$ cat src/rtl/button_tick_bank.sv
// Multi-channel button synchroniser/debouncer emitting one-cycle press ticks.
// Optional auto-repeat while held is enabled by defining BUTTON_TICK_REPEAT_EN.
module button_tick_bank #(
  parameter int unsigned N_BTN         = 5,
  parameter int unsigned DEBOUNCE_CYC  = 1_000_000,
  parameter int unsigned REPEAT_DELAY  = 50_000_000,
  parameter int unsigned REPEAT_PERIOD = 10_000_000
) (
  input  logic             i_CLK,
  input  logic             i_RST,
  input  logic [N_BTN-1:0] i_BTN,
  output logic [N_BTN-1:0] o_TICK,
  output logic [N_BTN-1:0] o_HELD,
  output logic             o_ANY
);

  localparam int unsigned CNT_W = $clog2(DEBOUNCE_CYC);
  localparam logic [CNT_W-1:0] CNT_LAST = CNT_W'(DEBOUNCE_CYC - 1);
  localparam logic [CNT_W-1:0] CNT_ONE  = CNT_W'(1);

  if (N_BTN < 1 || DEBOUNCE_CYC < 2 || REPEAT_DELAY < 1 || REPEAT_PERIOD < 1) begin : g_bad_cfg
    $error("button_tick_bank: invalid parameter set");
  end

  typedef enum logic [1:0] {
    RELEASED     = 2'd0,
    PRESS_WAIT   = 2'd1,
    PRESSED      = 2'd2,
    RELEASE_WAIT = 2'd3
  } state_t;

  logic [N_BTN-1:0] sync_meta, sync_lvl;
  state_t           state     [N_BTN];
  state_t           state_nxt [N_BTN];
  logic [CNT_W-1:0] cnt       [N_BTN];
  logic [CNT_W-1:0] cnt_nxt   [N_BTN];
  logic [N_BTN-1:0] press_c;
  logic [N_BTN-1:0] rep_tick_c;
  logic [N_BTN-1:0] tick_nxt, held_nxt;

  // Two-flop synchroniser for the raw asynchronous button levels
  always_ff @(negedge i_CLK or posedge i_RST) begin
    if (i_RST) begin
      sync_meta <= '0;
      sync_lvl  <= '0;
    end else begin
      sync_meta <= i_BTN;
      sync_lvl  <= sync_meta;
    end
  end

  // Per-channel FSM state and debounce counters
  always_ff @(negedge i_CLK or posedge i_RST) begin
    if (i_RST) begin
      for (int k = 0; k < int'(N_BTN); k++) begin
        state[k] <= RELEASED;
        cnt[k]   <= '0;
      end
    end else begin
      for (int k = 0; k < int'(N_BTN); k++) begin
        state[k] <= state_nxt[k];
        cnt[k]   <= cnt_nxt[k];
      end
    end
  end

  always_comb begin
    for (int k = 0; k < int'(N_BTN); k++) begin
      state_nxt[k] = state[k];
      cnt_nxt[k]   = cnt[k];
      press_c[k]   = 1'b0;
      case (state[k])
        RELEASED: begin
          if (sync_lvl[k]) begin
            state_nxt[k] = PRESS_WAIT;
            cnt_nxt[k]   = CNT_ONE;
          end
        end
        PRESS_WAIT: begin
          if (!sync_lvl[k]) begin
            state_nxt[k] = RELEASED;
          end else if (cnt[k] == CNT_LAST) begin
            state_nxt[k] = PRESSED;
            press_c[k]   = 1'b1;
          end else begin
            cnt_nxt[k] = cnt[k] + CNT_ONE;
          end
        end
        PRESSED: begin
          if (!sync_lvl[k]) begin
            state_nxt[k] = RELEASE_WAIT;
            cnt_nxt[k]   = CNT_ONE;
          end
        end
        RELEASE_WAIT: begin
          if (sync_lvl[k]) begin
            state_nxt[k] = PRESSED;
          end else if (cnt[k] == CNT_LAST) begin
            state_nxt[k] = RELEASED;
          end else begin
            cnt_nxt[k] = cnt[k] + CNT_ONE;
          end
        end
        default: state_nxt[k] = RELEASED;
      endcase
    end
  end

`ifdef BUTTON_TICK_REPEAT_EN
  localparam int unsigned REP_MAX = (REPEAT_DELAY > REPEAT_PERIOD) ? REPEAT_DELAY : REPEAT_PERIOD;
  localparam int unsigned REP_W   = $clog2(REP_MAX + 1);
  localparam logic [REP_W-1:0] DLY_LAST = REP_W'(REPEAT_DELAY - 1);
  localparam logic [REP_W-1:0] PER_LAST = REP_W'(REPEAT_PERIOD - 1);
  localparam logic [REP_W-1:0] REP_ONE  = REP_W'(1);

  logic [REP_W-1:0] rep       [N_BTN];
  logic [REP_W-1:0] rep_nxt   [N_BTN];
  logic [N_BTN-1:0] rep_phase, rep_phase_nxt;

  always_ff @(negedge i_CLK or posedge i_RST) begin
    if (i_RST) begin
      rep_phase <= '0;
      for (int k = 0; k < int'(N_BTN); k++) rep[k] <= '0;
    end else begin
      rep_phase <= rep_phase_nxt;
      for (int k = 0; k < int'(N_BTN); k++) rep[k] <= rep_nxt[k];
    end
  end

  // Phase 0 waits for the initial delay, phase 1 paces the periodic repeats
  always_comb begin
    rep_phase_nxt = rep_phase;
    rep_tick_c    = '0;
    for (int k = 0; k < int'(N_BTN); k++) begin
      rep_nxt[k] = rep[k];
      if (press_c[k] || state_nxt[k] == RELEASED) begin
        rep_nxt[k]       = '0;
        rep_phase_nxt[k] = 1'b0;
      end else if (state[k] == PRESSED && sync_lvl[k]) begin
        if (!rep_phase[k] && rep[k] == DLY_LAST) begin
          rep_tick_c[k]    = 1'b1;
          rep_nxt[k]       = '0;
          rep_phase_nxt[k] = 1'b1;
        end else if (rep_phase[k] && rep[k] == PER_LAST) begin
          rep_tick_c[k] = 1'b1;
          rep_nxt[k]    = '0;
        end else begin
          rep_nxt[k] = rep[k] + REP_ONE;
        end
      end
    end
  end
`else
  assign rep_tick_c = '0;
`endif

  always_comb begin
    tick_nxt = press_c | rep_tick_c;
    held_nxt = '0;
    for (int k = 0; k < int'(N_BTN); k++) begin
      held_nxt[k] = (state_nxt[k] == PRESSED) || (state_nxt[k] == RELEASE_WAIT);
    end
  end

  // Registered outputs; o_ANY is aligned with o_TICK
  always_ff @(negedge i_CLK or posedge i_RST) begin
    if (i_RST) begin
      o_TICK <= '0;
      o_HELD <= '0;
      o_ANY  <= 1'b0;
    end else begin
      o_TICK <= tick_nxt;
      o_HELD <= held_nxt;
      o_ANY  <= |tick_nxt;
    end
  end

endmodule
$ cat config.mk
export PLATFORM = sky130hd
export DESIGN_NAME = button_tick_bank
export DESIGN_NICKNAME = d
export VERILOG_FILES = /design/src/rtl/button_tick_bank.sv
export SDC_FILE = /design/constraint.sdc
export NUM_CORES = 1
export LEC_CHECK = 0
export ABC_AREA = 1
export BUFFER_PORTS_ARGS = -buffer_cell sky130_fd_sc_hd__buf_2
export CORE_MARGIN = 10
export CORE_UTILIZATION = 60
export DETAILED_ROUTE_END_ITERATION = 6
export GPL_ROUTABILITY_DRIVEN = 0
export PLACE_DENSITY = 0.87
export SYNTH_ARGS = -nofsm -noshare
export SYNTH_HDL_FRONTEND = slang
export SYNTH_SLANG_ARGS = --single-unit
$ cat constraint.sdc
create_clock -name i_CLK -period 4.7 [get_ports i_CLK]
set_input_delay 0.94 -clock i_CLK [delete_from_list [all_inputs] [get_ports i_CLK]]
set_output_delay 0.94 -clock i_CLK [all_outputs]
set_load 0.02 [all_outputs]
== Yosys cells after proc, flatten, opt, wreduce, memory -nomap -nowiden ==
Cells that the tools add are included.
Storage, ports and cells
  bits in registers: 131
  input port bits: 7
  output and inout bits: 11
Operators by class
  $add $sub $neg: 5
  equality and inequality tests: 50
  muxes and demuxes: 80
  reductions and logical operators: 16
Operators by type and width (count)
  two-way mux 20 bit: 25
  case mux 20 bit (4 select lines): 5
  adder 20 x 1 -> 20 bit (second input constant): 5
  equality test 20 bit (second input constant): 5
  two-way mux 2 bit: 30
  equality test 2 bit (second input constant): 20
  != test 2 bit (second input constant): 20
  case mux 2 bit (4 select lines): 5
  AND reduction 4 bit: 5
  two-way mux 1 bit: 15
  equality test 2 x 1 -> 1 bit (second input constant): 5
  logical NOT 2 bit: 5
  logical OR 1 bit: 5
  OR reduction 5 bit: 1

== Logic depth before layout (Yosys ltp) ==
  word-level depth: 6
  depth in mapped cells: 10
  mapped depth without buffers: 9

==> results.tsv <==
stage	metric	value	unit
global_route	antenna_found_initial	0	
setup_path	slowest_stage	dfrtn_1	
synth	synth_top_cell_by_area	dfrtn_1	
clocking	ctsResizeCount	0	
timing	setup_slack	0.339	ns
timing	grt_setup_unrepaired	false	
clocking	clkTransAtPathRegs	0.04	ns
synth	ys_types	32	
clocking	cts_tree	yes	
detailed_routing	drtAntennaViolNets	0	
flow_run	cap_violations	0	
synth	synth-async-reset-ratio	100	%
setup_path	endpoint_kind	output port	
cells_and_area	utilization	67.4	%
clocking	hold_buffers	0	
floorplanning	die_h	135	um
hold_path	hold_path.class	register to register	
setup_path	critPathMaxFanout	4	
clocking	clock_sinks	129	
synth	ys_top_cells_by_count	nand2_1 (387), nor2_1 (160), dfrtn_1 (129)	
detailed_routing	drt-vias-per-instance	5.43	
setup_path	crit_type	register to output port	
global_route	grt_max_degree	100	
timing	tightest_slew	0.591	ns
clocking	cts_setup_buffers	0	
floorplanning	start_util	61.9	%
setup_path	worstSetupStartpointType	register	
timing	fin_tns_setup	0	ns
setup_path	arrival	3.42	ns
floorplanning	die_x	135	um
floorplanning	core_area	0.0128	mm^2
cells_and_area	nets	1167	
global_route	grt_pass1_wl	29500	um
synth	ys.flop_type	dfrtn_1	
synth	synthCells	1142	
global_route	grt_pass1_vias	6540	
detailed_routing	drtIter0Drc	620	
clocking	ctsRootBufferMaster	clkbuf_16	
timing	max_slew_margin	60.6	%
synth	seq_area_frac_synth	40.8	%
synth	synth_top_area_share	40.8	%
synth	ys_ff_latch	129	
placement	placed_cells	1308	
synth	syn_area_per_cell	6.93	um^2
cells_and_area	fin_cells	1340	
synth	syn_nets	1154	
setup_path	crit_family	flip-flops	
clocking	htreeDepth	4	
floorplanning	die_area	0.0182	mm^2
cells_and_area	synthToLayoutAreaGrowth	8.79	%
setup_path	max_stage_delay	0.48	ns
placement	pre_cts_slack	0.761	ns
timing	setup_viol_count_final	0	
synth	yosys_warnings	0	
cells_and_area	drive_above_1_share	8.22	%
placement	dp_hpwl	11900	um
timing	hold_viol_final	0	
detailed_routing	drtPass1Iterations	6	
timing	holdWs	0.296	ns
pwr	leakagePower	3.68	nW
pwr	finalPower	2.53	mW
floorplanning	ios	18	
synth	yosysMostFrequentCell	nand2_1	
setup_path	cp_cell_sequence	buf_2	
detailed_routing	drt-total-wl	17400	um
setup_path	cp_data_required_time	3.76	ns
synth	synth_area	0.00791	mm^2
placement	dpl_cell_area	0.00806	mm^2
cells_and_area	fillers	1067	
timing	drv_slew	0	
clocking	cts_buffer_depth	2	
synth	netlist_top_cells_area	dfrtn_1 (41%), nand2_1 (18%), nor2_1 (7.6%)	
pwr	p_per_area	294	mW/mm^2
detailed_routing	wl_per_cell	13.0	um
global_route	track_usage	19.5	%
global_route	grt.overflow.total	0	
synth	synth_edf_count	0	
detailed_routing	drc	0	
clocking	insertion_delay	0.40	ns
cells_and_area	post-route-cell-area	0.00861	mm^2
detailed_routing	vias	7280	
floorplanning	rows	41	
cells_and_area	diodes	0	
pwr	peakVddDrop	0.000335	V
timing	clock_skew	0.00586	ns
outcome	status	finished clean	
placement	io_buffers	17	
setup_path	cp_num_buf_inv	1	
clocking	cts_buffers	17	
==> sequential cells by signal, summed over array words and instances, names as in the netlist <==
name / flops
o_TICK: 5
sync_lvl: 5
o_ANY: 1
cnt: 100
o_HELD: 3
sync_meta: 5
state: 10
==> report_power, final <==
group	switching, mW	internal [mW]	leakage [nW]	total (mW)
sequential	0.0392	1.14	1.75	1.18
combinational	0.0921	0.0339	1.67	0.126
clock	0.501	0.721	0.257	1.22
total	0.632	1.90	3.68	2.53
==> cells by family (layout without fill, tap and decap cells) <==
group / Yosys count / count (layout) / synth area share, %
AO/OA/AOI/OAI: 114 / 114 / 8.05
XOR/XNOR: 24 / 24 / 2.66
adder cells (fa/ha/maj): 5 / 5 / 0.791
buffers and inverters: 134 / 160 / 7.69
flip-flops: 129 / 129 / 40.8
AND/OR/NAND/NOR: 736 / 736 / 40.0
==> cell type report <==
type                       count  area, um^2  share of cell area (%)
clock inverter                14         119                    1.38
inverter                     109         428                    4.97
multi-input combinational    879        4080                    47.3
clock buffer                  18         429                    4.99
tap                          172         215                    2.50
timing repair buffer          19         113                    1.31
sequential                   129        3230                    37.5
==> metal layers <==
metal | share of wire, % | wire length, um | GRT usage [%]
met5 | 0 | 0 | 0
met1 | 47 | 8160 | 25.8
met2 | 46 | 8010 | 30.6
met4 | 1.4 | 238 | 6.59
met3 | 5.7 | 987 | 4.78
==> worst reg2reg max path: stages, from the launching register on <==
cell and delay (ns):
dfrtn_1 0.39, ha_1 0.32, nand3_2 0.14, nor2_1 0.05
nand3_1 0.12, nor2_4 0.07, nor2_4 0.28, clkinv_2 0.37
nand2_1 0.14, o21ai_0 0.09
==> layout by cell type (no fill, tap or decap), types with 8 or more instances in the layout <==
| master | netlist | routed |
|---|---|---|
| nand2_1 | 387 | 387 |
| nor2_1 | 160 | 160 |
| dfrtn_1 | 129 | 129 |
| nand3_1 | 108 | 108 |
| inv_1 | 101 | 100 |
| o21ai_0 | 65 | 65 |
| nand4_1 | 33 | 33 |
| o21ai_1 | 24 | 24 |
| xor2_1 | 21 | 21 |
| clkbuf_16 | 0 | 17 |
| buf_2 | 5 | 17 |
| o21bai_1 | 10 | 10 |
| nor3_1 | 9 | 9 |
| nor2_4 | 9 | 9 |
| or2_2 | 9 | 9 |
| o21ai_2 | 8 | 8 |
==> worst paths after layout <==
kind / from / endpoint / slack, ns / cells after the start
worst max-delay path: state[5]$_DFF_NP0_ / o_HELD[2] / 0.34 / 1
worst min-delay path: sync_meta[0]$_DFF_NP0_ / sync_lvl[0]$_DFF_NP0_ / 0.30 / 0
worst max register to register: cnt[20]$_DFFE_NP0P_ / cnt[30]$_DFFE_NP0P_ / 2.57 / 9
worst min register to register: sync_meta[0]$_DFF_NP0_ / sync_lvl[0]$_DFF_NP0_ / 0.30 / 0
max in group asynchronous: i_RST / cnt[98]$_DFFE_NP0P_ / 1.24 / 3
min in group asynchronous: i_RST / cnt[48]$_DFFE_NP0P_ / 2.70 / 2
Note: power is estimated with default switching activity, not from simulation.
